`config.mk`:
```
export PLATFORM = sky130hd
export DESIGN_NAME = scene_key_encoder
export DESIGN_NICKNAME = d
export VERILOG_FILES = /design/src/rtl/scene_key_encoder_pkg.sv /design/src/rtl/scene_key_encoder_key_debounce.sv /design/src/rtl/scene_key_encoder.sv
export SDC_FILE = /design/constraint.sdc
export NUM_CORES = 1
export LEC_CHECK = 0
export CORE_MARGIN = 2
export CORE_UTILIZATION = 45
export CTS_CLUSTER_DIAMETER = 40
export DETAILED_ROUTE_END_ITERATION = 6
export SLEW_MARGIN = 40
export SYNTH_ARGS = -nofsm -noshare
export SYNTH_HDL_FRONTEND = slang
export SYNTH_SLANG_ARGS = --single-unit
export TNS_END_PERCENT = 5
```
`constraint.sdc`:
```
create_clock -name clk -period 2.2 [get_ports clk]
set_clock_uncertainty 0.05 [all_clocks]
set_input_delay 0.44 -clock clk [delete_from_list [all_inputs] [get_ports clk]]
set_output_delay 0.44 -clock clk [all_outputs]
set_load 0.02 [all_outputs]
```
`src/rtl/scene_key_encoder_pkg.sv`:
```
// Shared scene codes, logical button indices and the key-to-button map
// used by the scene key encoder.
package scene_key_encoder_pkg;

  localparam int unsigned KEY_COUNT   = 4;
  localparam int unsigned KEY_W       = $clog2(KEY_COUNT);
  localparam int unsigned NUM_BUTTONS = 10;
  localparam int unsigned SCENE_W     = 7;

  localparam logic [SCENE_W-1:0] SCENE_START    = 7'b0000001;
  localparam logic [SCENE_W-1:0] SCENE_CUSTOM1  = 7'b0000010;
  localparam logic [SCENE_W-1:0] SCENE_CUSTOM2  = 7'b0000100;
  localparam logic [SCENE_W-1:0] SCENE_CUSTOM3  = 7'b0001000;
  localparam logic [SCENE_W-1:0] SCENE_PAUSE    = 7'b0010000;
  localparam logic [SCENE_W-1:0] SCENE_GAMEOVER = 7'b0100000;
  localparam logic [SCENE_W-1:0] SCENE_METHOD   = 7'b1000000;
  localparam logic [SCENE_W-1:0] SCENE_WIN      = 7'b1111111;

  typedef enum logic [3:0] {
    BTN_START         = 4'd0,
    BTN_PAUSE         = 4'd1,
    BTN_CONTINUE      = 4'd2,
    BTN_RESTART       = 4'd3,
    BTN_METHOD        = 4'd4,
    BTN_CANCLE        = 4'd5,
    BTN_FIRST_CUSTOM  = 4'd6,
    BTN_SECOND_CUSTOM = 4'd7,
    BTN_THIRD_CUSTOM  = 4'd8,
    BTN_EXIT_GAME     = 4'd9
  } button_e;

  typedef struct packed {
    logic    valid;
    button_e btn;
  } button_sel_t;

  function automatic button_sel_t pick(input button_e b);
    button_sel_t s;
    s.valid = 1'b1;
    s.btn   = b;
    return s;
  endfunction

  // Logical button for one physical key in the given scene; valid=0 means the press is dropped.
  function automatic button_sel_t map_key(input logic [SCENE_W-1:0] scene,
                                          input logic [KEY_W-1:0]   key);
    button_sel_t s;
    s.valid = 1'b0;
    s.btn   = BTN_START;
    case (scene)
      SCENE_START: begin
        case (key)
          2'd0:    s = pick(BTN_START);
          2'd1:    s = pick(BTN_METHOD);
          2'd2:    s = pick(BTN_SECOND_CUSTOM);
          default: s = pick(BTN_THIRD_CUSTOM);
        endcase
      end
      SCENE_CUSTOM1, SCENE_CUSTOM2, SCENE_CUSTOM3: begin
        case (key)
          2'd0:    s = pick(BTN_PAUSE);
          2'd1:    s = pick(BTN_RESTART);
          2'd3:    s = pick(BTN_EXIT_GAME);
          default: ;
        endcase
      end
      SCENE_PAUSE: begin
        case (key)
          2'd0:    s = pick(BTN_CONTINUE);
          2'd1:    s = pick(BTN_METHOD);
          2'd2:    s = pick(BTN_RESTART);
          default: s = pick(BTN_EXIT_GAME);
        endcase
      end
      SCENE_METHOD: begin
        case (key)
          2'd0:    s = pick(BTN_CANCLE);
          2'd1:    s = pick(BTN_RESTART);
          2'd3:    s = pick(BTN_EXIT_GAME);
          default: ;
        endcase
      end
      SCENE_GAMEOVER, SCENE_WIN: begin
        case (key)
          2'd1:    s = pick(BTN_RESTART);
          2'd3:    s = pick(BTN_EXIT_GAME);
          default: ;
        endcase
      end
      default: ;
    endcase
    return s;
  endfunction

endpackage

```
`src/rtl/scene_key_encoder_key_debounce.sv`:
```
// One physical key: 2-FF synchronizer, stability-count debounce and a
// registered one-cycle pulse on each accepted release->press transition.
module key_debounce #(
  parameter int unsigned DEBOUNCE_CYCLES = 1_000_000
) (
  input  logic clk,
  input  logic rst,
  input  logic key_raw,
  output logic key_press
);

  localparam int unsigned CNT_W = (DEBOUNCE_CYCLES > 2) ? $clog2(DEBOUNCE_CYCLES) : 1;
  localparam logic [CNT_W-1:0] CNT_LAST = CNT_W'(DEBOUNCE_CYCLES - 1);

  logic [1:0]       sync_q;
  logic             level_q;
  logic [CNT_W-1:0] cnt_q;
  logic             press_q;

  // Counter runs only while the synced level disagrees with the accepted level,
  // so any bounce back to the accepted level restarts the stability window.
  always_ff @(posedge clk) begin
    if (rst) begin
      sync_q  <= 2'b00;
      level_q <= 1'b0;
      cnt_q   <= '0;
      press_q <= 1'b0;
    end else begin
      sync_q  <= {sync_q[0], key_raw};
      press_q <= 1'b0;
      if (sync_q[1] == level_q) begin
        cnt_q <= '0;
      end else if (cnt_q == CNT_LAST) begin
        level_q <= sync_q[1];
        press_q <= sync_q[1];
        cnt_q   <= '0;
      end else begin
        cnt_q <= cnt_q + CNT_W'(1);
      end
    end
  end

  assign key_press = press_q;

endmodule

```
`src/rtl/scene_key_encoder.sv`:
```
// Board keys to scene-dependent logical button pulses: four debounced keys,
// scene-based mapping and a fixed-length pulse generator.
module scene_key_encoder
  import scene_key_encoder_pkg::*;
#(
  parameter int unsigned DEBOUNCE_CYCLES = 1_000_000,
  parameter int unsigned PULSE_LEN       = 4
) (
  input  logic                 clk,
  input  logic                 rst,
  input  logic [KEY_COUNT-1:0] key_raw,
  input  logic [SCENE_W-1:0]   state_number,
  output logic                 start_button,
  output logic                 pause_button,
  output logic                 continue_button,
  output logic                 restart_button,
  output logic                 method_button,
  output logic                 cancle_button,
  output logic                 first_custom_button,
  output logic                 second_custom_button,
  output logic                 third_custom_button,
  output logic                 exit_game_button,
  output logic                 key_busy
);

  localparam int unsigned LEN_W = (PULSE_LEN > 2) ? $clog2(PULSE_LEN) : 1;
  localparam logic [LEN_W-1:0] LEN_LAST = LEN_W'(PULSE_LEN - 1);

  typedef enum logic {
    ST_IDLE,
    ST_PULSE
  } state_e;

  state_e                 state_q, state_d;
  button_e                sel_q, sel_d;
  logic [LEN_W-1:0]       len_q, len_d;
  logic [NUM_BUTTONS-1:0] button_q, button_d;
  logic                   busy_q, busy_d;

  logic [KEY_COUNT-1:0]   press;
  logic                   press_any;
  logic [KEY_W-1:0]       press_idx;
  button_sel_t            hit;

  for (genvar k = 0; k < KEY_COUNT; k++) begin : g_key
    key_debounce #(
      .DEBOUNCE_CYCLES(DEBOUNCE_CYCLES)
    ) u_key_debounce (
      .clk      (clk),
      .rst      (rst),
      .key_raw  (key_raw[k]),
      .key_press(press[k])
    );
  end

  // Lowest-index press wins; its mapping is taken from the scene in that same cycle.
  always_comb begin
    press_any = 1'b0;
    press_idx = '0;
    for (int unsigned i = 0; i < KEY_COUNT; i++) begin
      if (press[i] && !press_any) begin
        press_any = 1'b1;
        press_idx = KEY_W'(i);
      end
    end
    hit = map_key(state_number, press_idx);
  end

  always_ff @(posedge clk) begin
    if (rst) begin
      state_q  <= ST_IDLE;
      sel_q    <= BTN_START;
      len_q    <= '0;
      button_q <= '0;
      busy_q   <= 1'b0;
    end else begin
      state_q  <= state_d;
      sel_q    <= sel_d;
      len_q    <= len_d;
      button_q <= button_d;
      busy_q   <= busy_d;
    end
  end

  // Presses seen while pulsing are ignored; the button is frozen at acceptance.
  always_comb begin
    state_d  = state_q;
    sel_d    = sel_q;
    len_d    = len_q;
    button_d = '0;
    busy_d   = 1'b0;
    case (state_q)
      ST_IDLE: begin
        if (press_any && hit.valid) begin
          state_d = ST_PULSE;
          sel_d   = hit.btn;
          len_d   = '0;
        end
      end
      ST_PULSE: begin
        if (len_q == LEN_LAST) begin
          state_d = ST_IDLE;
        end else begin
          len_d = len_q + LEN_W'(1);
        end
      end
      default: state_d = ST_IDLE;
    endcase
    if (state_d == ST_PULSE) begin
      button_d[sel_d] = 1'b1;
      busy_d          = 1'b1;
    end
  end

  assign start_button         = button_q[BTN_START];
  assign pause_button         = button_q[BTN_PAUSE];
  assign continue_button      = button_q[BTN_CONTINUE];
  assign restart_button       = button_q[BTN_RESTART];
  assign method_button        = button_q[BTN_METHOD];
  assign cancle_button        = button_q[BTN_CANCLE];
  assign first_custom_button  = button_q[BTN_FIRST_CUSTOM];
  assign second_custom_button = button_q[BTN_SECOND_CUSTOM];
  assign third_custom_button  = button_q[BTN_THIRD_CUSTOM];
  assign exit_game_button     = button_q[BTN_EXIT_GAME];
  assign key_busy             = busy_q;

endmodule
```
==> results.sh, run 1 <==
export IMPL_synthCells=553
export IMPL_async_flop_share_pct=0
export IMPL_grt_max_degree=30
export IMPL_grt_setup_unrepaired="yes"
export IMPL_setup_slack_ns=-0.0915
export IMPL_cts_hold_buf=0
export IMPL_synth_flop_cell="dfxtp_1"
export IMPL_p_total_mw=4.86
export IMPL_fp_dieW_um=109
export IMPL_ys_seq_elements=113
export IMPL_nFillCells=970
export IMPL_p_leak_nw=2.22
export IMPL_yosysMostFrequentCell="nor2_1"
export IMPL_core_area_um2=10800
export IMPL_clk_latency_ns=0.52
export IMPL_drive_above_1_share_pct=14.5
export IMPL_grt_pass1_vias=3733
export IMPL_outcome="finished, violations left"
export IMPL_grt_overflow_total=0
export IMPL_setup_violations_final=6
export IMPL_drv_slew=0
export IMPL_violations="setup timing"
export IMPL_numCtsBuffers=17
export IMPL_cp_num_buf_inv=1
export IMPL_cts_root_buf="clkbuf_8"
export IMPL_htreeDepth=4
export IMPL_crit_path_max_incr_delay_ns=0.32
export IMPL_synth_top_area_share_pct=45.6
export IMPL_dp_hpwl_um=6270
export IMPL_drt_total_wl_um=9150
export IMPL_cts_buffer_depth=2
export IMPL_wl_per_cell_um=11.9
export IMPL_synth_warnings=0
export IMPL_worst_path_most_repeated_cell="a21oi_1"
export IMPL_instances_no_fill=769
export IMPL_netlist_top_cell_by_area="dfxtp_1"
export IMPL_layout_nets=640
export IMPL_drt_iter0_drc=141
export IMPL_hp_class="reg -> reg"
export IMPL_layout_min_cycle_time_ns=2.29
export IMPL_synth_cell_type_count=52
export IMPL_num_io_pins=24
export IMPL_clk_transition_reported_paths_ns=0.06
export IMPL_max_cap_viol_count=0
export IMPL_antenna_found_initial=0
export IMPL_synth_area_leaders="dfxtp_1 (46%), nor2_1 (8.8%), xnor2_1 (7.4%), xor2_1 (6.2%), nand3_1 (3.5%)"
export IMPL_start_kind="flip-flop"
export IMPL_routed_via_density=5.09
export IMPL_synth_edf_count=0
export IMPL_powerDensity_nw_per_um2=778
export IMPL_grt_use_total_pct=16.9
export IMPL_cp_cell_sequence="nor2b_1 > nor2_1 > nor2_2 > inv_1 > ha_1 > a21oi_1 > a21oi_1 > o311a_1 > a211o_1 > mux2_4 > nor4_2"
export IMPL_use_met2_pct=27.5
export IMPL_holdWs_ns=0.382
export IMPL_cp_data_arrival_time_ns=2.68
export IMPL_grt_first_pass_wirelength_um=15900
export IMPL_diodes=0
export IMPL_start_util_pct=46.0
export IMPL_min_period_over_period_pct=104
export IMPL_num_rows=38
export IMPL_final_util_pct=58.0
export IMPL_synthTopCellsByCount="nor2_1 (117), dfxtp_1 (113), xnor2_1 (42)"
export IMPL_ir_worst_vdd_uv=507
export IMPL_area_growth_pct=26.0
export IMPL_path_class="reg -> reg"
export IMPL_hold_violations=0
export IMPL_drc=0
export IMPL_cpLargestDelayFamily="simple AND/OR/NAND/NOR gates"
export IMPL_met1_usage_pct=19.8
export IMPL_synth_nets=577
export IMPL_cp_required_ns=2.58
export IMPL_syn_avg_cell_area_um2=8.98
export IMPL_dpl_cell_count=737
export IMPL_syn_area_um2=4970
export IMPL_postCtsSetupBuffers=0
export IMPL_slowest_stage="dfxtp_2"
export IMPL_portBuffers=23
export IMPL_final_area_um2=6250
export IMPL_critPathCaptureType="flip-flop"
export IMPL_dr_pass1_iters=4
export IMPL_placement_cell_area_um2=5570
export IMPL_max_slew_margin_pct=67.0
export IMPL_met3_usage_pct=6.28
export IMPL_cts_tree="yes"
export IMPL_die_y_um=109
export IMPL_grt_busiest_layer="met2"
export IMPL_path_max_fanout=6
export IMPL_cts_sinks=113
export IMPL_tightest_slew_ns=0.492
export IMPL_ant_nets=0
export IMPL_synth_seq_area_share_pct=45.6
export IMPL_gp_congestion=0.895
export IMPL_fmax_mhz=436
export IMPL_fp_dieArea_um2=11900
export IMPL_num_vias=3913
cell type report:
class | instances | area (um2) | share of cell area [%]
sequential | 113 | 2260 | 36.2
clock buffer | 22 | 463 | 7.40
multi-input combinational | 409 | 2650 | 42.4
timing repair buffer | 58 | 505 | 8.08
inverter | 17 | 63.8 | 1.02
tap | 140 | 175 | 2.80
clock inverter | 10 | 133 | 2.12
kinds of logic (layout without fill, tap and decap cells):
group           count (synthesis)  count (layout)  share of synthesized area [%]
compound gates                 28              28                           4.41
xor+xnor                       77              77                           13.6
fa+ha+maj                      11              11                           2.77
buf+inv                        31             107                           2.95
flops                         113             113                           45.6
mux                             7               7                           1.44
simple gates                  286             286                           29.3
worst paths after layout:
path              cells after the start                                      endpoint  slack [ns]                                    startpoint
setup / recovery                     11                        button_q[5]$_SDFF_PP0_       -0.09  g_key[3].u_key_debounce.key_press$_SDFF_PP0_
hold / removal                        1  g_key[0].u_key_debounce.sync_q[1]$_SDFF_PP0_        0.38  g_key[0].u_key_debounce.sync_q[0]$_SDFF_PP0_
setup reg to reg                     11                        button_q[5]$_SDFF_PP0_       -0.09  g_key[3].u_key_debounce.key_press$_SDFF_PP0_
hold reg to reg                       1  g_key[0].u_key_debounce.sync_q[1]$_SDFF_PP0_        0.38  g_key[0].u_key_debounce.sync_q[0]$_SDFF_PP0_
metal layers:
| metal | share of wire [%] | vias up |
|---|---|---|
| met2 | 45 | 46 |
| met4 | 1.8 | 0 |
| li1 | - | 2021 |
| met3 | 3.7 | 15 |
| met1 | 49 | 1831 |
| met5 | 0 | - |
power by group:
group | internal, mW | total [mW] | leakage [nW] | switching (mW)
Clock | 1.80 | 2.69 | 0.287 | 0.892
Sequential | 2.06 | 2.06 | 0.912 | 0.00470
Combinational | 0.0518 | 0.106 | 1.02 | 0.0545
Total | 3.91 | 4.86 | 2.22 | 0.951
registers in the layout (all words and copies together), names as in the netlist:
name and count:
g_key.u_key_debounce.level_q 4, g_key.u_key_debounce.sync_q 8, sel_q 4, button_q 10
g_key.u_key_debounce.cnt_q 80, state_q 1, g_key.u_key_debounce.key_press 4, len_q 2
stage by stage:
stage	setup slack (ns)	TNS, ns
final	-0.0915	-0.493
after global routing	-0.316	-2.58
after floorplan	-0.0195	-0.0780
after detailed placement	-0.568	-7.21
after global placement	-0.443	-6.01
after CTS	-0.135	-0.648
layout by cell type (no fill, tap or decap), drive strengths merged, types with 3 or more instances in the layout:
cell           netlist  routed
nor2               118     118
dfxtp              113     113
xnor2               42      42
xor2                35      35
nand3               35      35
buf                  4      35
clkdlybuf4s50        0      23
nand2               23      23
clkbuf              10      22
and3                20      20
inv                 17      17
nand4               16      16
nor3                16      16
nor4                13      13
nor2b               12      12
ha                  11      11
nor4b                8       8
a21oi                6       6
or3                  6       6
mux2i                6       6
and2                 4       4
clkinv               0       4
and4                 4       4
o211a                3       3
nand3b               3       3
bufinv               0       3
clkinvlp             0       3
repair_timing:
action                                  4_1_cts  5_1_grt
endpoints found under the setup margin       16       15
resized for setup                            12        7
pin swaps                                     5        1
Power figures use the tool's default switching activity.
==> run 2, diff against run 1 <==
--- a/config.mk
+++ b/config.mk
@@ -12,5 +12,6 @@
 export SLEW_MARGIN = 40
 export SYNTH_ARGS = -nofsm -noshare
 export SYNTH_HDL_FRONTEND = slang
+export SYNTH_HIERARCHICAL = 1
 export SYNTH_SLANG_ARGS = --single-unit
 export TNS_END_PERCENT = 5
==> run 2 against run 1 <==
The run still ends with setup timing left. Synthesized cell count grew 10%. Clock power grew 2%. Total power grew 1.4%. Core utilization grew 1.1 points. Area after synthesis grew 8.3%. Highest routed layer unchanged. Hold slack is essentially flat. Wire length grew 24%. Sequential cell count is the same. Non-clock buffer count grew 4.
==> results.sh, run 2 <==
export IMPL_ant_nets=0
export IMPL_htreeDepth=4
export IMPL_grt_first_pass_wirelength_um=19000
export IMPL_start_util_pct=46.7
export IMPL_hold_violations=0
export IMPL_clockPowerShare_pct=55.8
export IMPL_setup_violations_final=10
export IMPL_reg2reg_from="g_key[3].u_key_debounce/key_press$_SDFF_PP0_"
export IMPL_outcome="finished, violations left"
export IMPL_layout_nets=704
export IMPL_setup_slack_ns=-0.0569
export IMPL_die_y_um=113
export IMPL_synth_nets=634
export IMPL_powerDensity_nw_per_um2=725
export IMPL_fp_dieArea_um2=12800
export IMPL_area_growth_pct=26.4
export IMPL_cts_hold_buf=0
export IMPL_routed_via_density=5.44
export IMPL_largest_register="g_key.u_key_debounce/cnt_q"
export IMPL_p_comb_share_pct=2.3
export IMPL_synth_top_area_share_pct=42.1
export IMPL_synth_seq_area_share_pct=42.1
export IMPL_min_period_over_period_pct=103
export IMPL_netlist_top_cell_by_area="dfxtp_1"
export IMPL_p_sw_mw=0.984
export IMPL_intPower_mw=3.95
export IMPL_drv_slew=0
export IMPL_num_io_pins=24
export IMPL_cts_sinks=113
export IMPL_num_rows=39
export IMPL_drive_above_1_share_pct=17.9
export IMPL_p_leak_nw=2.14
export IMPL_drt_iter0_drc=264
export IMPL_antenna_found_initial=0
export IMPL_multiInputGateArea_um2=3110
export IMPL_layout_min_cycle_time_ns=2.26
export IMPL_fin_setup_tns_ns=-0.315
export IMPL_min_delay_path_depth=1
export IMPL_path_max_fanout=5
export IMPL_num_vias=4545
export IMPL_violations="setup timing"
export IMPL_synthTopCellsByCount="dfxtp_1 (113), nor2_1 (89), xnor2_1 (52)"
export IMPL_portBuffers=23
export IMPL_synth_area_leaders="dfxtp_1 (42%), xnor2_1 (8.5%), nor2_1 (6.2%), nor4_1 (3.8%), ha_1 (2.6%)"
export IMPL_grt_pass1_vias=4182
export IMPL_grt_max_degree=34
export IMPL_dp_hpwl_um=7630
export IMPL_max_slew_margin_pct=49.9
export IMPL_dr_pass1_iters=5
export IMPL_fp_dieW_um=113
export IMPL_largest_registers="g_key.u_key_debounce/cnt_q: 80 flops, button_q: 10 flops, g_key.u_key_debounce/sync_q: 8 flops"
export IMPL_pre_cts_slack_ns=-0.450
export IMPL_cts_root_buf="clkbuf_16"
export IMPL_clk_latency_ns=0.41
export IMPL_nFillCells=1023
export IMPL_core_area_um2=11500
export IMPL_min_delay_start="g_key[2].u_key_debounce/sync_q[0]$_SDFF_PP0_"
export IMPL_hp_class="reg -> reg"
export IMPL_grt_overflow_total=0
export IMPL_p_sw_share_pct=20.0
export IMPL_min_to="g_key[2].u_key_debounce/sync_q[1]$_SDFF_PP0_"
export IMPL_r2r_slack_ns=-0.04
export IMPL_reg2regPathDepth=12
export IMPL_critPathCaptureType="flip-flop"
export IMPL_regArea_um2=2260
export IMPL_cp_required_ns=2.46
export IMPL_gp_congestion=0.886
export IMPL_drc=0
export IMPL_cts_tree="yes"
export IMPL_ys_seq_elements=113
export IMPL_syn_area_um2=5380
export IMPL_synthCells=610
export IMPL_synth_warnings=6
export IMPL_drt_total_wl_um=11300
export IMPL_largest_register_ffs=80
export IMPL_cp_data_arrival_time_ns=2.52
export IMPL_ir_worst_vdd_uv=461
export IMPL_worstReg2RegEnd="button_q[3]$_SDFF_PP0_"
export IMPL_start_kind="input pin"
export IMPL_wl_per_cell_um=13.5
export IMPL_synth_flop_cell="dfxtp_1"
export IMPL_diodes=0
export IMPL_fmax_mhz=443
export IMPL_yosysMostFrequentCell="dfxtp_1"
export IMPL_pwr_share_seq_pct=41.9
export IMPL_dpl_cell_count=802
export IMPL_tightest_slew_ns=0.752
export IMPL_syn_avg_cell_area_um2=8.81
export IMPL_grt_use_total_pct=18.2
export IMPL_final_cell_mix="dfxtp_1 (111), nor2_1 (88), xnor2_1 (52)"
export IMPL_grt_setup_unrepaired="yes"
export IMPL_synth_cell_type_count=51
export IMPL_numCtsBuffers=17
export IMPL_final_common_cell="dfxtp_1"
export IMPL_instances_no_fill=836
export IMPL_path_class="in -> reg"
export IMPL_clk_transition_reported_paths_ns=0.05
export IMPL_synth_edf_count=0
export IMPL_cts_buffer_depth=2
export IMPL_max_cap_viol_count=0
export IMPL_async_flop_share_pct=0
[run 2: metrics by stage]
step | utilization [%] | total power [mW] | hold slack (ns) | cell area [um2]
after floorplan | - | 2.15 | 0.364 | 5380
after global placement | 52.4 | 2.21 | 0.370 | 6030
after detailed placement | 52.4 | 2.21 | 0.373 | 6030
after CTS | 57.6 | 4.98 | 0.385 | 6640
after global routing | 59.0 | 5.09 | 0.412 | 6800
final | 59.0 | 4.93 | 0.382 | 6800
[run 2: worst max-delay path by stage]
stage | start | to | slack [ns] | cells past startpoint
after floorplan | g_key[3].u_key_debounce/key_press$_SDFF_PP0_ | button_q[4]$_SDFF_PP0_ | -0.01 | 10
after global placement | state_number[3] | button_q[2]$_SDFF_PP0_ | -0.33 | 7
after detailed placement | state_number[3] | button_q[3]$_SDFF_PP0_ | -0.45 | 7
after CTS | g_key[3].u_key_debounce/key_press$_SDFF_PP0_ | button_q[4]$_SDFF_PP0_ | 0.003 | 11
after global routing | g_key[3].u_key_debounce/key_press$_SDFF_PP0_ | button_q[6]$_SDFF_PP0_ | -0.17 | 10
final | state_number[3] | button_q[3]$_SDFF_PP0_ | -0.06 | 7
[run 2: cells by family (layout without fill, tap and decap cells)]
| logic type | Yosys count | in the layout | synth area share (%) |
|---|---|---|---|
| buf+inv | 39 | 122 | 2.86 |
| compound gates | 65 | 65 | 8.19 |
| fa+ha+maj | 11 | 11 | 2.56 |
| simple gates | 311 | 311 | 32.4 |
| flops | 113 | 113 | 42.1 |
| xor+xnor | 62 | 62 | 10.1 |
| mux | 9 | 9 | 1.79 |
[run 2: worst max-delay path, cell delays in order]
cell	delay [ns]
clkdlybuf4s50_1	0.50
xor2_1	0.20
o211a_1	0.23
o21a_2	0.23
o31a_4	0.37
mux2i_4	0.23
nor4_2	0.30
[run 2: cell type report]
cell class | count | share of cell area (%)
multi-input cells | 458 | 45.8
flip-flops and latches | 113 | 33.3
repair buffers | 62 | 7.92
clock buffers | 22 | 6.83
well taps | 143 | 2.63
clock inverters | 10 | 1.95
inverters | 28 | 1.55
[run 2: layer usage]
layer | share of wire [%] | vias up | track usage [%]
met5 | 0 | - | 0
met4 | 0.92 | 0 | 6.67
met3 | 4.7 | 6 | 5.73
met2 | 45 | 99 | 27.6
met1 | 50 | 2113 | 24.4
li1 | - | 2327 | -
[run 2: timing repair]
item,4_1_cts,5_1_grt
buffers inserted,0,3
endpoints found under the setup margin,8,33
pin swaps,0,11
gates cloned,0,0
gates resized for setup,3,28
[run 2: power groups by stage]
stage / clock network, mW / logic, mW / registers [mW]
2_1_floorplan: 0 / 0.0453 / 2.10
4_1_cts: 2.81 / 0.108 / 2.06
3_3_place_gp: 0 / 0.105 / 2.11
5_1_grt: 2.91 / 0.122 / 2.06
3_5_place_dp: 0 / 0.107 / 2.11
6_report: 2.75 / 0.113 / 2.06
==> run 3, diff against run 2 <==
--- a/config.mk
+++ b/config.mk
@@ -9,7 +9,7 @@
 export CORE_UTILIZATION = 45
 export CTS_CLUSTER_DIAMETER = 40
 export DETAILED_ROUTE_END_ITERATION = 6
-export SLEW_MARGIN = 40
+export SLEW_MARGIN = 5
 export SYNTH_ARGS = -nofsm -noshare
 export SYNTH_HDL_FRONTEND = slang
 export SYNTH_HIERARCHICAL = 1
==> results of run 3 <==
The final DEF is identical to that of run 2; final timing and power are the same.
